[src/rtl/uart_mem_dump.sv]
// Reads a block of 32-bit words from data memory and streams them out of the
// board UART TX pin as 8N1 bytes, little-endian byte order, LSB-first bits.
module uart_mem_dump #(
  parameter int CLK_FREQ = 23_000_000,
  parameter int BAUD     = 115200,
  parameter int ADDR_W   = 14
) (
  input  logic              cpuclk,
  input  logic              rst_n,
  input  logic              dump_start,
  input  logic [ADDR_W-1:0] dump_base,
  input  logic [ADDR_W:0]   dump_len,
  output logic              mem_rd_o,
  output logic [ADDR_W-1:0] mem_addr_o,
  input  logic [31:0]       mem_data_i,
  output logic              tx_o,
  output logic              busy_o,
  output logic              done_o
);

  localparam int CLKS_PER_BIT = CLK_FREQ / BAUD;
  localparam int CNT_W        = (CLKS_PER_BIT > 1) ? $clog2(CLKS_PER_BIT) : 1;

  typedef enum logic [2:0] {
    ST_IDLE,
    ST_RD,
    ST_WAIT,
    ST_START,
    ST_DATA,
    ST_STOP,
    ST_NEXT
  } state_t;

  state_t            state, state_next;
  logic [ADDR_W-1:0] addr;
  logic [ADDR_W:0]   remaining;
  logic [31:0]       shift;
  logic [CNT_W-1:0]  baud_cnt;
  logic [2:0]        bit_idx;
  logic [1:0]        byte_idx;

  logic bit_end;
  logic last_word;
  logic on_line;

  assign bit_end    = (baud_cnt == CNT_W'(CLKS_PER_BIT - 1));
  // A zero-length request also lands in ST_NEXT, so "<= 1" finishes it
  // without decrementing remaining below zero.
  assign last_word  = (remaining <= (ADDR_W+1)'(1));
  assign on_line    = (state == ST_START) || (state == ST_DATA) || (state == ST_STOP);
  assign mem_addr_o = addr;

  // NOTE: every output and state_next gets a default before the case so no
  // path through this block can leave a variable unassigned and infer a latch.
  always_comb begin
    state_next = state;
    mem_rd_o   = 1'b0;
    tx_o       = 1'b1;
    done_o     = 1'b0;
    busy_o     = (state != ST_IDLE);

    unique case (state)
      ST_IDLE: begin
        if (dump_start) begin
          state_next = (dump_len == '0) ? ST_NEXT : ST_RD;
        end
      end
      ST_RD: begin
        mem_rd_o   = 1'b1;
        state_next = ST_WAIT;
      end
      ST_WAIT: begin
        state_next = ST_START;
      end
      ST_START: begin
        tx_o = 1'b0;
        if (bit_end) state_next = ST_DATA;
      end
      ST_DATA: begin
        tx_o = shift[0];
        if (bit_end && (bit_idx == 3'd7)) state_next = ST_STOP;
      end
      ST_STOP: begin
        if (bit_end) state_next = (byte_idx == 2'd3) ? ST_NEXT : ST_START;
      end
      ST_NEXT: begin
        done_o     = last_word;
        state_next = last_word ? ST_IDLE : ST_RD;
      end
      default: state_next = ST_IDLE;
    endcase
  end

  // NOTE: reset is sampled on the clock edge (synchronous), so it wins over
  // every other branch simply by being the outermost if.
  // NOTE: sequential state uses non-blocking assignments only, so every flop
  // sees the pre-edge values of its neighbours regardless of statement order.
  always_ff @(posedge cpuclk) begin
    if (!rst_n) begin
      state     <= ST_IDLE;
      addr      <= '0;
      remaining <= '0;
      shift     <= '0;
      baud_cnt  <= '0;
      bit_idx   <= '0;
      byte_idx  <= '0;
    end else begin
      state <= state_next;

      if (on_line) begin
        baud_cnt <= bit_end ? '0 : baud_cnt + CNT_W'(1);
      end

      unique case (state)
        ST_IDLE: begin
          if (dump_start) begin
            addr      <= dump_base;
            remaining <= dump_len;
          end
        end
        ST_WAIT: begin
          shift    <= mem_data_i;
          byte_idx <= '0;
          bit_idx  <= '0;
          baud_cnt <= '0;
        end
        ST_DATA: begin
          // The 32-bit word shifts continuously, so after byte N its bit 0
          // is already the first bit of byte N+1.
          if (bit_end) begin
            shift   <= {1'b1, shift[31:1]};
            bit_idx <= bit_idx + 3'd1;
          end
        end
        ST_STOP: begin
          if (bit_end && (byte_idx != 2'd3)) byte_idx <= byte_idx + 2'd1;
        end
        ST_NEXT: begin
          addr      <= addr + ADDR_W'(1);
          remaining <= last_word ? '0 : remaining - (ADDR_W+1)'(1);
        end
        default: ;
      endcase
    end
  end

endmodule

[config.mk]
export PLATFORM = sky130hd
export DESIGN_NAME = uart_mem_dump
export DESIGN_NICKNAME = d
export VERILOG_FILES = /design/src/rtl/uart_mem_dump.sv
export SDC_FILE = /design/constraint.sdc
export NUM_CORES = 1
export LEC_CHECK = 0
export CAP_MARGIN = 5
export CELL_PAD_IN_SITES_DETAIL_PLACEMENT = 1
export CELL_PAD_IN_SITES_GLOBAL_PLACEMENT = 2
export CORE_MARGIN = 2
export CORE_UTILIZATION = 33
export DETAILED_ROUTE_END_ITERATION = 7
export DONT_BUFFER_PORTS = 1
export MAX_ROUTING_LAYER = met4
export PLACE_DENSITY = 0.73
export SYNTH_ARGS = -nofsm -noshare
export SYNTH_HDL_FRONTEND = slang
export SYNTH_SLANG_ARGS = --single-unit
export TNS_END_PERCENT = 1
[constraint.sdc]
create_clock -name cpuclk -period 1.99 [get_ports cpuclk]
set_clock_uncertainty 0.05 [all_clocks]
set_input_delay 0.199 -clock cpuclk [delete_from_list [all_inputs] [get_ports cpuclk]]
set_output_delay 0.199 -clock cpuclk [all_outputs]
set_load 0.05 [all_outputs]
==> impl_metrics.toml <==
[status]
status = "complete, no violations"

[floorplan]
die_h_um = 114
ios = 82
die_w_um = 114
core-area_um2 = 12000
rows = 40
start_util_pct = 33.6
dieArea_um2 = 13100

[synthesis]
synth_edf_count = 0
synth_fp_nets = 589
ys.flop_type = "dfxtp_1"
yosysUniqueCellTypes = 58
syn_inst = 517
synth_top_cell_by_area = "dfxtp_1"
synthArstFlopShare_pct = 0
yosys-top-cells-count = "80 x nand2_1, 77 x dfxtp_1, 75 x nor2_1, 35 x a311oi_1, 28 x clkbuf_1"
synth_seq_area_share_pct = 38.4
synth-seq-cells = 77
synth_top_area_share_pct = 38.4
postSynthAreaPerCell_um2 = 7.77
syn_area_um2 = 4020
yosys-top-cells-area = "dfxtp_1 38%, a311oi_1 7.6%, nand2_1 7.5%, nor2_1 7.0%, a21oi_1 3.1%"
synth_warnings = 0
yosysMostFrequentCell = "nand2_1"

[setup_path]
cp_data_arrival_time_ns = 1.73
critPathMaxStageDelay_ns = 0.45
critPathRequiredTime_ns = 1.74
cp-end-kind = "primary output"
cp_cell_sequence = "or3b_4 > buf_12 > o21a_1 > buf_12"
worstSetupPathType = "register to primary output"
critPathSlowestCell = "or3b_4"
cp_common_cell = "buf_12"
path_max_fanout = 34
worstSetupStartpointType = "register"

[clock_network]
root_buffer = "clkbuf_16"
clkSinkCount = 77
insertion_delay_ns = 0.34
clock_path_buffers = 2
clk_pin_slew_ns = 0.06
cts_tree = "done"
cts_htree_levels = 3
cts_buffers = 9

[timing]
rsz0062_at_grt = "yes"
setup_slack_ns = 0.0147
post-route-period-util_pct = 99.3
tns_ns = 0
finalHoldViolCount = 0
whs_ns = 0.0141
fin_crit_ns = 1.98
worstMarginPinSlew_ns = 0.702
slew_violations = 0
max_freq_mhz = 506
slew_headroom_pct = 53.0
setup_viol = 0

[power_and_ir_drop]
power_density_nw_per_um2 = 1320
power_frac_seq_pct = 32.1
power_w = 0.00713
sw_frac_of_total_pct = 38.7
p_clk_share_pct = 25.2
p_int_w = 0.00437
power.switching_w = 0.00276
ir_worst_vdd_uv = 482
power.share.combinational_pct = 42.7
power.leakage_nw = 2.00

[route]
drt-initial-drc-count = 196
ant_nets = 0
met2_length_mm = 6.64
drcViolationCount = 0
wirelength_mm = 13.7
vias = 4195
met3_length_um = 577
dr.max_layer_used = "met4"
met1_length_mm = 6.33
wire_per_inst_um = 18.6
first_pass_iters = 4
via_per_inst = 5.69

[placed_design]
numPortBuffers = 0
dp.final_hpwl_mm = 8.64
dp_cells = 670
preCtsSetupSlack_ns = -0.00269
gp_congestion = 0.802

[global_routing]
grt-ovfl-total = 0
grt_max_degree = 64
grt_pass1_wl_mm = 20.8
grt_use_total_pct = 20.8
grt_pass1_vias = 4174
antenna_found_initial = 0

[finish]
nets = 658
drive_above_1_share_pct = 15.3
diodes = 0
area_growth_pct = 34.7
final_cells = 737

[min_path]
hold_path_class = "primary input to register"

[flow_run]
maxCapViolations = 0
state kept, by name (all words and copies together) (netlist names):
name        flops
mem_addr_o     14
baud_cnt        8
byte_idx        2
state           3
shift          32
bit_idx         3
remaining      15
stage by stage:
stage / util [%] / area [µm²]
2_1_floorplan: - / 4020
3_3_place_gp: 37.0 / 4420
3_5_place_dp: 37.0 / 4420
4_1_cts: 43.5 / 5210
5_1_grt: 45.3 / 5410
6_report: 45.3 / 5410
timing repair:
action | 4_1_cts | 5_1_grt
gates cloned | 0 | 4
resized for setup | 10 | 17
endpoints found under the hold margin | 53 | 0
hold buffers | 44 | 0
endpoints found under the setup margin | 7 | 32
pin swaps | 1 | 2
buffers inserted | 0 | 4
critical path: cells and delay by family, from the launching register on:
family | cells | cell delay, ns
AO/OA/AOI/OAI | 1 | 0.22
buffers and inverters | 2 | 0.35
flip-flops | 1 | 0.36
AND/OR/NAND/NOR | 1 | 0.45
layout make-up:
class                      instances  area (µm²)
timing repair buffer              99         996
tap                              147         184
fill                            1421        6550
clock buffer                      12         246
multi-input combinational        390        2330
sequential                        77        1550
inverter                           9        33.8
clock inverter                     3        68.8
placed cells by master (no fill, tap or decap), drive strengths merged, types with 3 or more instances in the layout:
cell | netlist | final
clkbuf | 28 | 15
a311oi | 35 | 35
ha | 8 | 8
a211oi | 6 | 6
xnor2 | 11 | 11
o21ai | 22 | 22
o211ai | 5 | 5
inv | 9 | 9
buf | 13 | 52
nor4 | 8 | 8
dfxtp | 77 | 77
xor2 | 4 | 4
nand3 | 15 | 15
and2 | 3 | 3
nand2 | 80 | 80
a21oi | 25 | 25
nor2b | 3 | 3
a221oi | 3 | 3
dlygate4sd3 | 0 | 44
o22ai | 4 | 4
nor2 | 75 | 75
nor3 | 22 | 22
o41ai | 3 | 3
nand4 | 8 | 8
a41oi | 3 | 3
and3 | 7 | 7
or3 | 3 | 3
mux2i | 4 | 4
final timing paths:
kind                                          startpoint  slack, ns                           to  depth (start not counted)
worst max-delay path               state[0]$_SDFFE_PN0P_       0.01                         tx_o                          4
worst min-delay path                       dump_base[12]       0.01  mem_addr_o[12]$_SDFFE_PN0P_                          2
worst max register to register  baud_cnt[0]$_SDFFE_PP0P_       0.04       shift[31]$_SDFFE_PN0P_                          9
worst min register to register    shift[23]$_SDFFE_PN0P_       0.42       shift[22]$_SDFFE_PN0P_                          2
power by group through the flow:
| stage | Sequential, W | Combinational [W] | Clock (W) |
|---|---|---|---|
| final | 0.00229 | 0.00305 | 0.00179 |
| after global placement | 0.00227 | 0.00257 | 0 |
| after global routing | 0.00234 | 0.00331 | 0.00191 |
| after floorplan | 0.00244 | 0.00165 | 0 |
| after detailed placement | 0.00228 | 0.00264 | 0 |
| after CTS | 0.00226 | 0.00274 | 0.00185 |
layer usage:
layer  track usage (%)  vias to the layer above
li1                  -                     2025
met1              25.7                     2087
met2              34.3                       72
met3              4.13                       11
met4              6.83                        0
met5                 -                        -
kinds of logic after synthesis:
group           after synthesis  share of synthesized area [%]
mux                           4                          0.996
compound gates              125                           22.4
xor+xnor                     15                           3.27
buf+inv                      50                           5.51
fa+ha+maj                     8                           2.49
flops                        77                           38.4
simple gates                238                           27.0
No activity file was read; power rests on OpenSTA's default activity.
